## src/rtl/ripple_accumulator.sv

```systemverilog
// ripple_accumulator: sequential controller around an external combinational
// ripple adder. It feeds the running total on A_bus and the incoming operand
// on B_bus, then registers S_bus back as the new total. A batch of N_OPS
// operands arrives over a valid/ready handshake. The total and a sticky
// unsigned-overflow flag leave over a valid/ready result port.
module ripple_accumulator #(
    parameter int WIDTH = 4,
    parameter int N_OPS = 3
) (
    input  logic             clk,
    input  logic             rst,
    input  logic             start,
    input  logic             op_valid,
    output logic             op_ready,
    input  logic [WIDTH-1:0] op_data,
    output logic [WIDTH-1:0] A_bus,
    output logic [WIDTH-1:0] B_bus,
    input  logic [WIDTH-1:0] S_bus,
    output logic             res_valid,
    input  logic             res_ready,
    output logic [WIDTH-1:0] result,
    output logic             ovf
);

    localparam int CNT_W = $clog2(N_OPS + 1);
    localparam logic [CNT_W-1:0] LAST_IDX = CNT_W'(N_OPS - 1);

    typedef enum logic [1:0] {
        IDLE  = 2'd0,
        ACCUM = 2'd1,
        DONE  = 2'd2
    } state_t;

    state_t             state_reg, state_next;
    logic [WIDTH-1:0]   acc_reg, acc_next;
    logic [CNT_W-1:0]   cnt_reg, cnt_next;
    logic               ovf_reg, ovf_next;
    logic               op_xfer;
    logic               wrap;

    // The handshake outputs depend only on the state (Moore style), so
    // neither port has a combinational path from its own valid/ready input.
    assign op_ready  = (state_reg == ACCUM);
    assign res_valid = (state_reg == DONE);
    assign ovf       = ovf_reg;
    assign op_xfer   = op_valid && (state_reg == ACCUM);

    // The adder does not expose its carry out. A carry out of the MSB
    // happened exactly when the modular sum is smaller than the accumulator.
    assign wrap = (S_bus < acc_reg);

    // Bus fan-out: the accumulator drives both the adder input and the
    // result port, and the operand passes straight through to the adder.
    generate
        for (genvar gi = 0; gi < WIDTH; gi++) begin : g_bus
            assign A_bus[gi]  = acc_reg[gi];
            assign result[gi] = acc_reg[gi];
            assign B_bus[gi]  = op_data[gi];
        end
    endgenerate

    // State register. Reset overrides everything, including a pending result.
    always_ff @(posedge clk) begin
        if (rst) begin
            state_reg <= IDLE;
            acc_reg   <= '0;
            cnt_reg   <= '0;
            ovf_reg   <= 1'b0;
        end else begin
            state_reg <= state_next;
            acc_reg   <= acc_next;
            cnt_reg   <= cnt_next;
            ovf_reg   <= ovf_next;
        end
    end

    // Next-state logic. Every register holds its value unless a case changes it.
    always_comb begin
        state_next = state_reg;
        acc_next   = acc_reg;
        cnt_next   = cnt_reg;
        ovf_next   = ovf_reg;
        unique case (state_reg)
            IDLE: begin
                if (start) begin
                    acc_next   = '0;
                    cnt_next   = '0;
                    ovf_next   = 1'b0;
                    state_next = ACCUM;
                end
            end
            ACCUM: begin
                // start is ignored here. Only accepted operands move the state.
                if (op_xfer) begin
                    acc_next = S_bus;
                    cnt_next = cnt_reg + CNT_W'(1);
                    ovf_next = ovf_reg | wrap;
                    if (cnt_reg == LAST_IDX) begin
                        state_next = DONE;
                    end
                end
            end
            DONE: begin
                // The result stays frozen until it is consumed. A start that
                // arrives together with res_ready is not remembered.
                if (res_ready) begin
                    state_next = IDLE;
                end
            end
            default: begin
                state_next = IDLE;
            end
        endcase
    end

endmodule

```

## config.mk

```make
export PLATFORM = sky130hd
export DESIGN_NAME = ripple_accumulator
export DESIGN_NICKNAME = d
export VERILOG_FILES = /design/src/rtl/ripple_accumulator.sv
export SDC_FILE = /design/constraint.sdc
export NUM_CORES = 1
export LEC_CHECK = 0
export CAP_MARGIN = 30
export CORE_MARGIN = 2
export CORE_UTILIZATION = 40
export DETAILED_ROUTE_END_ITERATION = 12
export PLACE_DENSITY = 0.87
export SLEW_MARGIN = 10
export SYNTH_ARGS = -nofsm -noshare
export SYNTH_HDL_FRONTEND = slang
export SYNTH_SLANG_ARGS = --single-unit
```

## constraint.sdc

```tcl
create_clock -name clk -period 2.47 [get_ports clk]
set_input_delay 0.741 -clock clk [delete_from_list [all_inputs] [get_ports clk]]
set_output_delay 0.741 -clock clk [all_outputs]
set_load 0.05 [all_outputs]
```

==> metrics.csv <==
stage,metric,value,unit
status,result of the run,"finished, final reports clean",
synthesis,Yosys cell types,23,
sta,final setup margin,0.2733,ns
synthesis,Synth Area in Simple Gates,0.1551,
sta,RSZ-0062 raised after global routing,no,
synthesis,post-synth top area share,0.3437,
worst_setup_path,r2r endpoint,ovf,
synthesis,main combinational cell family by area after synthesis,compound AO/OA/AOI/OAI gates,
power,power density over the cells,503.8,mW/mm²
synthesis,"Top FF cell, synth",dfxtp_1,
final_layout,Fill cells,132,
synthesis,XOR/XNOR Fraction of Synth Area,0,
sta,Slew headroom,0.6609,
synthesis,"FFs w/ async S/R, synth",0,
final_layout,ant diodes,0,
placement,routability cong.,0.7376,
synthesis,cell count after synthesis,64,
synthesis,syn_area_per_cell,8.191,µm²
synthesis,"top cells by area, synth","dfxtp_1 34%, buf_4 11%, ha_1 9.5%",
clocking,Longest Clk Path Bufs,2,
worst_setup_path,r2r worst-path depth,3,
hold_path,cell count of the worst hold path,2,
global_route,gr ovfl total,0,
final_layout,layout cells sized above 1,0.07895,
worst_setup_path,CP Class,reg2out,
drt,DR vias/cell,4.945,
synthesis,synthesized area,524.3,µm²
sta,final cycle utilization of the critical path,0.8894,
worst_setup_path,CP required,1.73,ns
worst_setup_path,Arrival @ worst endpoint,1.46,ns
sta,Max Fclk,455.2,MHz
floorplan,Die Span Y,40.20,µm
worst_setup_path,worst-path cell chain,clkdlybuf4s50_1,
clocking,# hold bufs at CTS,0,
worst_setup_path,Max stage delay on crit path,0.82,ns
clocking,clk sink count,9,
placement,dpl cells,87,
synthesis,Compound-Gate Fraction of Synth Area,0.1981,
synthesis,cell taking the most area after synthesis,dfxtp_1,
final_layout,multi-input logic area,249.0,µm²
sta,Period minus WS final,2.197,ns
final_layout,area grow syn2layout,31.03,%
synthesis,Synth Register Bits,9,
global_route,Total GRT Usage,0.1560,
drt,Iteration-0 DRC Markers,11,
sta,Max Slew Vio Count,0,
worst_setup_path,startpoint types,flip-flop,
floorplan,full die area,0.001616,mm²
drt,# DRC,0,
sta,Tightest Pin Transition,0.5071,ns
worst_setup_path,CP endpoint kind,output pin,
synthesis,"EDFF count, synth",0,
floorplan,FP Rows,13,
synthesis,post-synth net total,81,
drt,DRT Wirelength,1018,µm
sta,final clock skew,0.003179,ns
sta,final setup vio count,0,
sta,Hold Slack,0.4843,ns
global_route,first-pass GRT wire length,1628,µm
final_layout,Post-Layout Cell Count,91,
drt,1st-pass router iterations,4,
sta,setup TNS,0,ns
placement,post-place setup slack,0.3511,ns
floorplan,Die Width,40.20,µm
clocking,htree depth,1,
sta,final hold violation count,0,
worst_setup_path,Crit path max-delay family,buffers and inverters,
power,Power Total,0.3461,mW
hold_path,hold crit path type,reg2reg,
synthesis,synthesized-area fraction occupied by adder cells,0.09547,
clocking,clock-pin slew on the worst setup and hold paths,0.06,ns
power,VDD IR max,0.0002350,V
flow_run,max cap viols,0,
worst_setup_path,Reg2Reg Launch Point,state_reg[0],
clocking,CTS tree,done,
global_route,antenna violations before repair,0,
worst_setup_path,Worst Path Buf+Inv,1,
floorplan,Placeable Area,0.001269,mm²
global_route,largest net degree at the start of global routing,13,
floorplan,starting density of the core,0.4132,
clocking,Worst-Skew Late Latency,0.26,ns
final_layout,Largest register FFs,4,
final_layout,register area,180.2,µm²
final_layout,"most common cell after layout, fill and taps aside",clkdlybuf4s50_1,
final_layout,Final nets,94,
hold_path,Worst Min Path Start,cnt_reg[0],
drt,WL/cell,11.19,µm
drt,post-route antenna net violation count,0,
placement,DP Wirelength,785.4,µm
synthesis,mux cell area share after synthesis,0.02625,
synthesis,sequential fraction of the synthesis area,0.3437,
power,Pleak,0.2633,nW
placement,Port Buffer Count,19,
floorplan,I/O pin total,28,
clocking,Num CTS Buffers,3,
drt,DR vias,450,
global_route,number of global-route vias before repair,391,
clocking,CTS Root Cell,clkbuf_4,
worst_setup_path,flop2flop setup slack,1.20,ns
final_layout,most frequent cells in the layout,"17 x clkdlybuf4s50_1, 9 x dfxtp_1, 7 x o21ai_0, 7 x a21oi_1, 6 x inv_1",
worst_setup_path,"Max FO, Critical Path",4,
worst_setup_path,slowest CP cell,clkdlybuf4s50_1,
synthesis,Ys Warns,0,
hold_path,WHS Endpoint,cnt_reg[0],
==> repair_timing <==
item	4_1_cts	5_1_grt
gates resized for setup	0	1
buffers inserted	0	0
endpoints found under the setup margin	0	1
==> per-stage QoR <==
stage	util	cell area, µm²
floorplan	-	524.3
global placement	0.5187	658.1
detailed placement	0.5187	658.1
CTS	0.5394	684.4
global route	0.5414	686.9
finish	0.5414	686.9
==> power by group <==
part	switching [mW]	internal, mW
clock	0.0520	0.0623
sequential	0.00527	0.150
combinational	0.0427	0.0333
==> routing by layer <==
metal | wire length, µm | track usage | share of wire | up-vias
met5 | 0 | 0 | 0 | -
met4 | 0 | 0.1083 | 0 | 0
met3 | 79 | 0.03889 | 0.078 | 0
met2 | 533 | 0.2460 | 0.52 | 19
met1 | 406 | 0.1833 | 0.40 | 199
li1 | - | - | - | 232
==> worst max-delay path by stage <==
stage	from	endpoint	slack, ns	cells past startpoint
after floorplan	state_reg[1]	op_ready	0.54	2
after global placement	state_reg[0]	op_ready	0.37	2
after detailed placement	state_reg[0]	op_ready	0.35	2
after CTS	state_reg[0]	op_ready	0.04	2
after global routing	A_bus[2]	A_bus[2]	0.22	1
final	A_bus[2]	result[2]	0.27	1
==> cell families after synthesis <==
| family | Yosys count |
|---|---|
| DFF | 9 |
| buffers and inverters | 17 |
| AOI/OAI and AO/OA | 18 |
| adders and majority gates | 4 |
| muxes | 1 |
| and+or+nand+nor | 15 |
==> cell type report <==
cell class,instances,area share
Tap cell,15,0.02732
Inverter,6,0.03279
Sequential cell,9,0.2623
Timing Repair Buffer,19,0.2769
Multi-Input combinational cell,38,0.3625
Clock buffer,4,0.03825
==> cell usage after synthesis (all sizes together) (2+ instances only) <==
library cell and count:
nand2b 2, inv 6, nand2 5, nor3 2
buf 10, o21ai 7, ha 4, dfxtp 9
a21oi 7, nor2 2
Note: power is estimated with default switching activity, not from simulation.
